$ cat src/rtl/sum_to_bcd_converter_pkg.sv
// Shared definitions for the sum-to-BCD converter: FSM encoding,
// double-dabble adjust constants and the legal input width range.
// No ports; imported by the top and the digit-adjust sub-module.
package sum_to_bcd_converter_pkg;

  typedef enum logic [1:0] {
    ST_IDLE  = 2'd0,
    ST_SHIFT = 2'd1,
    ST_DONE  = 2'd2
  } state_t;

  // A digit at or above this value is bumped before each shift so the
  // shift carries into the next decade correctly.
  localparam logic [3:0] BCD_ADJ_THRESH = 4'd5;
  localparam logic [3:0] BCD_ADJ_ADD    = 4'd3;

  // Two BCD digits cover values up to 99; 6 bits (63) is the largest
  // width kept legal so TENS never needs more than one digit.
  localparam int WIDTH_MIN = 4;
  localparam int WIDTH_MAX = 6;

endpackage

$ cat src/rtl/sum_to_bcd_converter_bcd_digit_adjust.sv
// Combinational double-dabble digit correction: add 3 when digit >= 5.
// Ports: digit_in (4-bit BCD scratch digit), digit_out (corrected digit).
// Inputs are at most 9, so the result fits in 4 bits with no carry out.
module bcd_digit_adjust
  import sum_to_bcd_converter_pkg::*;
(
  input  logic [3:0] digit_in,
  output logic [3:0] digit_out
);

  assign digit_out = (digit_in >= BCD_ADJ_THRESH) ? (digit_in + BCD_ADJ_ADD)
                                                  : digit_in;

endmodule

$ cat src/rtl/sum_to_bcd_converter.sv
// Sequential binary-to-BCD converter (shift-and-add-3, one bit per clock).
// Ports: clk, rst (async high), start, SUM in; TENS, ONES, busy, done out.
// Latency: start accepted at edge N -> TENS/ONES and done after edge N+WIDTH.
module sum_to_bcd_converter
  import sum_to_bcd_converter_pkg::*;
#(
  parameter int WIDTH = 5
) (
  input  logic             clk,
  input  logic             rst,
  input  logic             start,
  input  logic [WIDTH-1:0] SUM,
  output logic [3:0]       TENS,
  output logic [3:0]       ONES,
  output logic             busy,
  output logic             done
);

  if (WIDTH < WIDTH_MIN || WIDTH > WIDTH_MAX) begin : g_bad_width
    $error("sum_to_bcd_converter: WIDTH=%0d outside legal range %0d..%0d",
           WIDTH, WIDTH_MIN, WIDTH_MAX);
  end

  localparam int ACC_W = 8 + WIDTH;

  state_t           state, state_nxt;
  logic [WIDTH-1:0] bin;
  logic [3:0]       tens_s, ones_s;
  logic [3:0]       tens_adj, ones_adj;
  logic [2:0]       cnt;
  logic [ACC_W-1:0] acc_shl;
  logic [3:0]       tens_nxt, ones_nxt;
  logic [WIDTH-1:0] bin_nxt;

  bcd_digit_adjust u_adj_tens (.digit_in(tens_s), .digit_out(tens_adj));
  bcd_digit_adjust u_adj_ones (.digit_in(ones_s), .digit_out(ones_adj));

  // Adjusted digits and the binary remainder shift together as one word;
  // the tens MSB falls off, which is safe since tens stays below 8.
  assign acc_shl  = {tens_adj, ones_adj, bin} << 1;
  assign tens_nxt = acc_shl[ACC_W-1:WIDTH+4];
  assign ones_nxt = acc_shl[WIDTH+3:WIDTH];
  assign bin_nxt  = acc_shl[WIDTH-1:0];

  always_ff @(posedge clk or posedge rst) begin
    if (rst) state <= ST_IDLE;
    else     state <= state_nxt;
  end

  always_comb begin
    state_nxt = state;
    case (state)
      ST_IDLE:  if (start) state_nxt = ST_SHIFT;
      ST_SHIFT: if (cnt == 3'd1) state_nxt = ST_DONE;
      ST_DONE:  state_nxt = ST_IDLE;
      default:  state_nxt = ST_IDLE;
    endcase
  end

  assign busy = (state == ST_SHIFT);

  always_ff @(posedge clk or posedge rst) begin
    if (rst) begin
      bin    <= '0;
      tens_s <= 4'd0;
      ones_s <= 4'd0;
      cnt    <= 3'd0;
      TENS   <= 4'd0;
      ONES   <= 4'd0;
      done   <= 1'b0;
    end else begin
      done <= 1'b0;
      case (state)
        ST_IDLE: begin
          if (start) begin
            bin    <= SUM;
            tens_s <= 4'd0;
            ones_s <= 4'd0;
            cnt    <= 3'(WIDTH);
          end
        end
        ST_SHIFT: begin
          tens_s <= tens_nxt;
          ones_s <= ones_nxt;
          bin    <= bin_nxt;
          cnt    <= cnt - 3'd1;
          // Last shift: publish the digits and raise done for the DONE cycle.
          if (cnt == 3'd1) begin
            TENS <= tens_nxt;
            ONES <= ones_nxt;
            done <= 1'b1;
          end
        end
        default: ;
      endcase
    end
  end

endmodule

$ cat config.mk
export PLATFORM = sky130hd
export DESIGN_NAME = sum_to_bcd_converter
export DESIGN_NICKNAME = d
export VERILOG_FILES = /design/src/rtl/sum_to_bcd_converter_pkg.sv /design/src/rtl/sum_to_bcd_converter_bcd_digit_adjust.sv /design/src/rtl/sum_to_bcd_converter.sv
export SDC_FILE = /design/constraint.sdc
export NUM_CORES = 1
export LEC_CHECK = 0
export BUFFER_PORTS_ARGS = -buffer_cell sky130_fd_sc_hd__buf_2
export CORE_ASPECT_RATIO = 1.5
export CORE_UTILIZATION = 55
export DETAILED_ROUTE_END_ITERATION = 10
export GPL_TIMING_DRIVEN = 1
export PLACE_DENSITY = 0.77
export SLEW_MARGIN = 20
export SYNTH_ARGS = -nofsm -noshare
export SYNTH_HDL_FRONTEND = slang
export SYNTH_SLANG_ARGS = --single-unit
$ cat constraint.sdc
create_clock -name clk -period 1.98 [get_ports clk]
set_input_delay 0 -clock clk [delete_from_list [all_inputs] [get_ports clk]]
set_output_delay 0 -clock clk [all_outputs]
set_load 0.03 [all_outputs]
=== Word-level counts from Yosys, hierarchy flattened ===
Index checks and enable logic that the tools add are counted.

* Bits in writable memories: 0
* Bits in read-only memories: 0
* Memories: 0
* Bits of input ports: 8
* Bits in latches: 0
* Word-level logic and storage cells: 36
* Output and inout port bits: 10
* Flip-flop bits (word level): 27

* Divide/modulo/power cells: 0
* Magnitude comparators: 2
* Shifts and indexed selects: 0
* Multiplexer cells: 14
* Bitwise logic cells: 0
* $mul: 0
* Add/subtract/negate cells: 3
* Equal/unequal tests: 4
* Reductions and logical operators: 5

{| class="wikitable"
|+ Operator list
! kind !! number
|-
| $pmux 4 s2 || 2
|-
| $pmux 5 s2 || 1
|-
| $ge 4x3->1 const B || 2
|-
| $mux 4 || 2
|-
| $mux 3 || 2
|-
| $pmux 3 s2 || 1
|-
| $reduce_and 2->1 || 3
|-
| $mux 5 || 1
|-
| $add 4x2->4 const B || 1
|-
| $mux 2 || 2
|-
| $pmux 2 s2 || 1
|-
| $add 3x2->3 const B || 1
|-
| $eq 3x1->1 const B || 1
|-
| $sub 3x1->3 const B || 1
|-
| $eq 2x1->1 const B || 1
|-
| $logic_not 2->1 || 1
|-
| $mux 1 || 2
|-
| $ne 2x1->1 const B || 1
|-
| $ne 2x2->1 const B || 1
|-
| $reduce_bool 2->1 || 1
|}

=== Longest topological paths before layout ===
Gate-level depths: netlist of run 1.

* Word-level depth: 3
* Gate-level depth with buffers: 7
* Mapped depth without buffers: 7

=== By module ===
From an unflattened synthesis of run 1, not the netlist that was laid out.

* Cells, all modules: 117
* Area, all modules: 1376.3 um^2

{| class="wikitable"
|+ Modules (own cells, without submodules)
! module !! sequential area each (um^2) !! area an instance (um^2) !! cells an instance !! times used
|-
| sum_to_bcd_converter || 675.6 || 1173.6 || 85 || 1
|-
| bcd_digit_adjust || 0.0 || 101.3 || 16 || 2
|}

=== Worst setup path after synthesis of run 1 ===
Ideal clock, no wire load.

* Path type: reg-to-reg
* Start: register ones_s[0]
* End: register ONES[2]
* Data required time: 1897 ps
* Cell stages (with the launch flop): 7
* Setup time: 83 ps
* Slack: 487 ps
* Buffers on the path: 0
* Arrival time: 1410 ps
* Period minus slack after synthesis: 1493 ps
* Cells stage by stage: dfrtp_1 -> inv_1 -> ha_1 -> nand2b_1 -> a21oi_1 -> mux2_2 -> o21ai_0

* Word-level cells in the longest chain between the ends: 2
* Elaborated cells between the ends (all ways): 3
* Classes of those cells: add/sub: 1; order compare: 1; mux: 1

{| class="wikitable"
|+ Ends and longest elaborated chain
! element !! RTL line !! source
|-
| start: declaration || sum_to_bcd_converter.sv:28 || <nowiki>logic [3:0] tens_s, ones_s;</nowiki>
|-
| start signal: assignment || sum_to_bcd_converter.sv:84 || <nowiki>ones_s <= ones_nxt;</nowiki>
|-
| $add 4x2->4 / $ge 4x3->1 (equally long branches) || sum_to_bcd_converter_bcd_digit_adjust.sv:11 || <nowiki>assign digit_out = (digit_in >= BCD_ADJ_THRESH) ? (digit_in + BCD_ADJ_ADD)</nowiki>
|-
| $mux 4 * || sum_to_bcd_converter_bcd_digit_adjust.sv:11 ||
|-
| end signal: assignment || sum_to_bcd_converter.sv:90 || <nowiki>ONES <= ones_nxt;</nowiki>
|-
| end: declaration || sum_to_bcd_converter.sv:14 || <nowiki>output logic [3:0] ONES,</nowiki>
|}

Every way passes the cells marked *; elsewhere a longest branch is shown, timed or not.
A chain may end at the register's enable or synchronous reset.

=== Worst setup path after layout of run 1 ===
* Start: register ones_s[0]
* End: register ones_s[2]

* Word-level cells in the longest chain between the ends: 3
* Elaborated cells between the ends (all ways): 4
* Classes of those cells: add/sub: 1; order compare: 1; mux: 2

{| class="wikitable"
|+ Ends and longest elaborated chain
! element !! RTL line !! source
|-
| $add 4x2->4 / $ge 4x3->1 (equally long branches) || sum_to_bcd_converter_bcd_digit_adjust.sv:11 ||
|-
| $mux 4 * || sum_to_bcd_converter_bcd_digit_adjust.sv:11 ||
|-
| $pmux 4 s2 * || sum_to_bcd_converter.sv:73 || <nowiki>case (state)</nowiki>
|}

Marked as above.

==> results of run 1 <==
timing repair:
action | in CTS | in global routing
hold buffers | 5 | 0
endpoints found under the hold margin | 31 | 0
setup buffers | 0 | 0
worst min-delay path: cells and delay by family:
| family | cells | cell delay (ns) |
|---|---|---|
| AO/OA/AOI/OAI | 2 | 0.23 |
| buffers and inverters | 1 | 0.08 |
power by group through the flow:
| stage | logic (mW) | registers (mW) | clock network [mW] |
|---|---|---|---|
| after global routing | 1.24 | 0.994 | 0.254 |
| after CTS | 1.10 | 0.950 | 0.237 |
| after detailed placement | 1.09 | 0.963 | 0 |
| final | 1.08 | 0.948 | 0.224 |
| after global placement | 1.06 | 0.949 | 0 |
| after floorplan | 0.699 | 1.08 | 0 |
cells by family (layout without fill, tap and decap cells):
logic type	count (synthesis)	count (layout)	synth area share
AND/OR/NAND/NOR	38	38	0.153
XOR/XNOR	2	2	0.0139
multiplexers	2	2	0.0179
buffers and inverters	14	40	0.0516
adder cells (fa/ha/maj)	6	6	0.0596
flip-flops	27	27	0.536
AO/OA/AOI/OAI	38	38	0.168
final timing paths:
| kind | cells past startpoint | from | to | slack, ns |
|---|---|---|---|---|
| hold reg to reg | 2 | ONES[0] | ONES[0] | 0.49 |
| setup reg to reg | 6 | ones_s[0] | ones_s[2] | 0.34 |
| max in group asynchronous | 4 | rst | bin[1] | 1.47 |
| hold / removal | 3 | SUM[1] | bin[1] | 0.04 |
| setup / recovery | 6 | ones_s[0] | ones_s[2] | 0.34 |
| min in group asynchronous | 4 | rst | cnt[0] | 0.26 |
cell type report:
type	instances	share of cell area
Tap cell	22	0.0190
Sequential cell	27	0.466
Clock buffer	3	0.0155
Multi-Input combinational cell	86	0.358
Timing Repair Buffer	25	0.109
Inverter	11	0.0285
Clock inverter	1	0.00345
cell usage in the layout, fill, tap and decap left out, drive strengths merged, types with 3 or more instances in the layout:
| cell type | n |
|---|---|
| dfrtp | 27 |
| o21ai | 22 |
| nand2 | 20 |
| buf | 20 |
| inv | 11 |
| a21oi | 7 |
| ha | 6 |
| nor2b | 5 |
| dlygate4sd3 | 5 |
| a31oi | 4 |
| clkbuf | 3 |
| nand2b | 3 |
registers in the layout (all words and copies together) (netlist names):
| register | flops |
|---|---|
| ONES | 4 |
| TENS | 4 |
| bin | 5 |
| cnt | 3 |
| done | 1 |
| ones_s | 4 |
| state | 2 |
| tens_s | 4 |
per-layer routing:
metal  track usage  vias up  wire [µm]
met3        0.0220        2         53
met2         0.379       16       1140
met4        0.0857        0         19
met1         0.252      442        914
met5             0        -          0
li1              -      481          -
per-stage QoR:
step / area, µm² / power [mW] / util
global route: 1450 / 2.49 / 0.689
CTS: 1450 / 2.29 / 0.689
global placement: 1370 / 2.01 / 0.652
detailed placement: 1370 / 2.05 / 0.652
finish: 1450 / 2.25 / 0.689
floorplan: 1260 / 1.78 / -
==> qor.txt, run 1 <==
==============================================================================
VDD IR max                                                            0.985 mV
CP delay by family, top                                             flip-flops
H-tree Lvls                                                                  1
Number of synthesized flops with an enable pin                               0
Synth Area per Inst                                                   9.92 µm²
Crit path required time                                                2.21 ns
Share of power burned in the clock network                               0.100
Overall routing resource usage                                           0.215
Worst EP arrival                                                       1.88 ns
Area taken by flip-flops and latches                                   676 µm²
Total count of hold-check failures in the final report                       0
Number of inserted diodes                                                    0
Worst slack after detailed placement                                  0.365 ns
Residual DRC                                                                 0
Power per cell area                                                1560 nW/µm²
Flip-flop and latch count after synthesis                                   27
Post-route non-filler standard cell count                                  175
Cts bufs inserted                                                            3
Synthesized netlist net count                                              141
Die outline width                                                      41.1 µm
Final worst path period need                                           1.64 ns
Initial Util                                                             0.599
Core outline area                                                     2100 µm²
Share of power burned in registers                                       0.421
Synthesis-to-finish area growth                                          15.0%
Post-CTS Resized                                                             0
Detailed-route wire length per cell                                    12.2 µm
Clock insertion delay at the later pin of the skew report              0.31 ns
Post-synthesis cell count                                                  127
Number of global-route vias before repair                                  894
Most numerous cell types in the synthesized netlist               27 x dfrtp_1, 19 x nand2_1, 19 x o21ai_0, 9 x inv_1, 7 x a21oi_1
Cell area after synthesis                                             1260 µm²
Starting DRT DRC Count                                                      17
Max Buffers Root-to-Sink                                                     2
Part of the total power dissipated in combinational logic                0.480
Detailed-placement wirelength estimate                                 1620 µm
Peak Freq                                                              609 MHz
Share of cells above drive strength 1                                    0.209
Final RePlAce weighted congestion                                        0.675
Transition time of the tightest slew-check pin                        0.331 ns
Die Ht                                                                 60.6 µm
Number of iterations in the first detailed-routing pass                      4
Setup slack after layout                                              0.338 ns
Critical path fanouts, max                                                   4
Cell leakage power                                                    0.704 nW
Async S/R FF share, synth                                                 1.00
Setup clock skew after layout                                        0.0101 ns
Final-stage net count                                                      168
Clock-pin slew on the worst setup and hold paths                       0.13 ns
Buffers and inverters on the worst path                                      1
Critical Path Start Type                                             flip-flop
Most used flip-flop cell after synthesis                               dfrtp_1
Slew Viols, Final                                                            0
First-pass GRT wire length                                             3640 µm
Minimum hold slack                                                   0.0368 ns
Synth top area cells                                              dfrtp_1 54%, o21ai_0 7.5%, ha_1 6.0%, nand2_1 5.7%, a21oi_1 2.8%
Total negative slack                                                      0 ns
Total Routed Length                                                    2130 µm
Tcrit/Tclk final                                                         0.829
Vias/cell                                                                 5.38
Row count                                                                   20
Multi-input gate area                                                  519 µm²
Residual antenna-violating net count after detailed routing                  0
Max-Cap Viols                                                                0
Setup violation total in the final timing report                             0
Most frequent cell after synthesis                                     dfrtp_1
Placed Cells                                                               166
Maximum number of pins on one net before global-route repair                28
Routed vias                                                                941
Path type of the worst min-delay path                             input pin to flip-flop
# clock sinks                                                               27
Root Buffer                                                           clkbuf_4
Share of synthesized area occupied by flip-flops and latches             0.536
Cell-by-cell listing of the critical path                         inv_1 > ha_1 > nand2b_1 > a21oi_1 > mux2_2 > o21ai_0
Relative slew slack                                                      0.779
Number of different library cells in the post-synthesis netlist             28
Kind of end point of the critical path                               flip-flop
Largest stage delay, worst path                                        0.43 ns
Num ports                                                                   18
Result of the run                                                 finished clean
Post-synth top area share                                                0.536
Setup repair after global routing missed its margin                      false
Critical-path top delay cell                                           dfrtp_1
Yosys warns                                                                  0
Antenna violations before repair                                             0
Number of fillers in the final layout                                      169
Synth area leader                                                      dfrtp_1
Area of the die                                                       2490 µm²
Number of I/O port buffers                                                  17
Kind of critical path                                             flip-flop to flip-flop
Switching Share                                                          0.434
Internal power consumption                                             1.27 mW
TritonCTS clock tree                                                     built
Grt total ovfl                                                               0
NetSw                                                                   979 µW
==============================================================================
Power figures use the tool's default switching activity.
==> run 2, diff against run 1 <==
--- a/config.mk
+++ b/config.mk
@@ -7,10 +7,10 @@
 export LEC_CHECK = 0
 export BUFFER_PORTS_ARGS = -buffer_cell sky130_fd_sc_hd__buf_2
 export CORE_ASPECT_RATIO = 1.5
-export CORE_UTILIZATION = 55
+export CORE_UTILIZATION = 50
 export DETAILED_ROUTE_END_ITERATION = 10
 export GPL_TIMING_DRIVEN = 1
-export PLACE_DENSITY = 0.77
+export PLACE_DENSITY = 0.74
 export SLEW_MARGIN = 20
 export SYNTH_ARGS = -nofsm -noshare
 export SYNTH_HDL_FRONTEND = slang
==> constraint.sdc (replaced) <==
create_clock -name clk -period 1.4 [get_ports clk]
set_input_delay 0 -clock clk [delete_from_list [all_inputs] [get_ports clk]]
set_output_delay 0 -clock clk [all_outputs]
set_load 0.03 [all_outputs]
==> run 2 against run 1 <==
  * The flow now finishes with violations (negative setup slack)
  * Register-to-register slack worse by 0.38 ns
  * Flip-flop and latch count unchanged
  * Wire length up 19%
  * Clock skew down 0.0015 ns
  * Sequential share of layout area down 6.8 points
  * Utilization up 4.5 points
  * Final cell count up 8.6%
  * Count of clock-buffer cells in the layout unchanged
  * Setup slack worse by 0.38 ns
  * Largest cell class unchanged
==> qor.txt, run 2 (synthesis gave the netlist of run 1 again) <==
=====================================================================================
Overall power after layout                                                    4.11 mW   +82%
Setup violation total in the final timing report                                    4   +4
Violated checks                                                          negative setup slack
Busiest metal layer after global routing                                         met2
Cell-by-cell listing of the critical path                                inv_2 > ha_2 > nand2b_4 > a21oi_4 > mux2_4 > o21ai_2
Number of inserted diodes                                                           0   unchanged
Area taken by flip-flops and latches                                          677 µm²   +0.19%
Total count of hold-check failures in the final report                              0   unchanged
Final RePlAce weighted congestion                                               0.765   +13%
# clock sinks                                                                      27   unchanged
Clock insertion delay at the later pin of the skew report                     0.32 ns   about the same
Peak Freq                                                                     694 MHz   +14%
Residual DRC                                                                        0   unchanged
Final-stage net count                                                             182   +8.3%
Buffers and inverters on the worst path                                             1   unchanged
Residual antenna-violating net count after detailed routing                         0   unchanged
Worst slack after detailed placement                                        -0.106 ns   -0.471 ns
Result of the run                                                        finished, violations left
Critical Path Start Type                                                    flip-flop
Routed vias                                                                      1044   +11%
Detailed-route wire length per cell                                           13.3 µm   +9.5%
CP delay by family, top                                                    flip-flops
Setup clock skew after layout                                              0.00856 ns   -0.00152 ns
Row count                                                                          21   +5.0%
Critical-path top delay cell                                                  dfrtp_1
Setup repair after global routing missed its margin                              true
Critical path fanouts, max                                                          3   -1
Clock-pin slew on the worst setup and hold paths                              0.14 ns   about the same
Post-Layout Inst Area                                                        1700 µm²   +17%
Starting DRT DRC Count                                                             10   -7
Commonest non-fill, non-tap cells in the layout                          26 x dfrtp_1, 19 x nand2_1, 17 x buf_2, 17 x buf_4, 13 x o21ai_0
Overall routing resource usage                                                  0.198   -0.0178
Met3 track demand over resource in global routing                              0.0229   +0.000945
Setup slack after layout                                                   -0.0414 ns   -0.379 ns
Vias/cell                                                                        5.49   +2.2%
Kind of end point of the critical path                                      flip-flop
Path type of the worst min-delay path                                    input pin to flip-flop
Number of iterations in the first detailed-routing pass                             4   unchanged
Synthesis-to-finish area growth                                                 34.8%
Area of the die                                                              2730 µm²   +9.6%
Max Buffers Root-to-Sink                                                            2   unchanged
Max FFs per register                                                                5   unchanged
Die Ht                                                                        63.5 µm   +4.7%
H-tree Lvls                                                                         1   unchanged
Antenna violations before repair                                                    0   unchanged
Cts bufs inserted                                                                   3   unchanged
Met2 usage in global routing                                                    0.366   -0.0139
Slew Viols, Final                                                                   0   unchanged
Max-Cap Viols                                                                       0   unchanged
Multi-input gate area                                                         657 µm²   +27%
Relative slew slack                                                             0.777   -0.00209
Grt total ovfl                                                                      0   unchanged
Share of cells above drive strength 1                                           0.413   +0.204
Kind of critical path                                                    flip-flop to flip-flop
Detailed-placement wirelength estimate                                        1780 µm   +10%
Power per cell area                                                       2420 nW/µm²   +55%
Number of fillers in the final layout                                             165   -2.4%
Final worst path period need                                                  1.44 ns   -0.201 ns
Most frequent standard cell in the layout excluding fill and tap cells        dfrtp_1
Largest stage delay, worst path                                               0.40 ns   -0.03 ns
Top reg by flops                                                                  bin
Worst EP arrival                                                              1.69 ns   -0.19 ns
Cell leakage power                                                           0.807 nW   +15%
Total Routed Length                                                           2530 µm   +19%
Cell area after placement                                                    1480 µm²   +7.6%
Transition time of the tightest slew-check pin                               0.334 ns   +0.00313 ns
Die outline width                                                             43.0 µm   +4.6%
Crit path required time                                                       1.65 ns   -0.56 ns
Number of I/O port buffers                                                         17   unchanged
VDD IR max                                                                    1.41 mV   +43%
First-pass GRT wire length                                                    4190 µm   +15%
Maximum number of pins on one net before global-route repair                       28   unchanged
Core outline area                                                            2310 µm²   +10%
Root Buffer                                                                  clkbuf_4
Initial Util                                                                    0.545   -0.0545
Tcrit/Tclk final                                                                 1.03   +0.200
Final cell utilization of the core                                              0.734   +0.0450
TritonCTS clock tree                                                            built
Number of global-route vias before repair                                         998   +12%
Num ports                                                                          18   unchanged
Met1 Track Usage GR                                                             0.228   -0.0242
=====================================================================================
-- run 2: cell count changes in the layout (fill, tap and decap cells not counted), moves of 3 or more --
cell and change:
o21ai_2 +4, ha_1 -4, a21oi_1 -3, inv_2 +4
buf_4 +14, inv_1 -4, o21ai_0 -6, ha_4 +3
-- run 2: final cells by class --
cell class / count / share of cell area
repair buffers: 39 / 0.155
multi-input cells: 86 / 0.387
flip-flops and latches: 27 / 0.399
clock inverters: 1 / 0.00442
clock buffers: 3 / 0.0133
well taps: 23 / 0.0169
inverters: 11 / 0.0243
-- run 2: where the power goes --
| group | leakage [nW] | switching [mW] | internal, mW |
|---|---|---|---|
| Sequential | 0.342 | 0.282 | 1.10 |
| Combinational | 0.451 | 1.24 | 1.15 |
| Clock | 0.0139 | 0.220 | 0.109 |
-- run 2: worst paths after layout --
path	slack (ns)	endpoint	start	cells after the start
worst max-delay path	-0.04	ones_s[2]	ones_s[1]	6
worst min-delay path	0.009	bin[3]	SUM[3]	3
worst max register to register	-0.04	ones_s[2]	ones_s[1]	6
worst min register to register	0.48	ONES[0]	ONES[0]	2
max in group asynchronous	0.88	state[0]	rst	4
min in group asynchronous	0.26	cnt[1]	rst	4
-- run 2: metal layers --
| layer | part of all wire | wire [µm] |
|---|---|---|
| met1 | 0.42 | 1060 |
| met2 | 0.54 | 1370 |
| met3 | 0.028 | 72 |
| met4 | 0.013 | 34 |
| met5 | 0 | 0 |
-- run 2: metrics by stage --
stage,std cells,TNS [ns],hold WS [ns]
after detailed placement,178,-0.438,0.0797
final,190,-0.102,0.00926
after global placement,178,-0.000130,0.0665
after global routing,190,-0.312,0.00502
after CTS,186,-0.169,0.00477
after floorplan,127,-0.0201,0.0527
-- run 2: worst reg2reg max path, stage by stage (launching register included) --
cell and delay, ns:
dfrtp_1 0.40, inv_2 0.07, ha_2 0.17, nand2b_4 0.14, a21oi_4 0.16, mux2_4 0.33
o21ai_2 0.12
-- run 2: timing repair --
action	CTS	global route
resized for setup	16	13
endpoints found under the hold margin	30	0
endpoints found under the setup margin	8	12
setup buffers	0	4
hold buffers	4	0
pin swaps	7	6
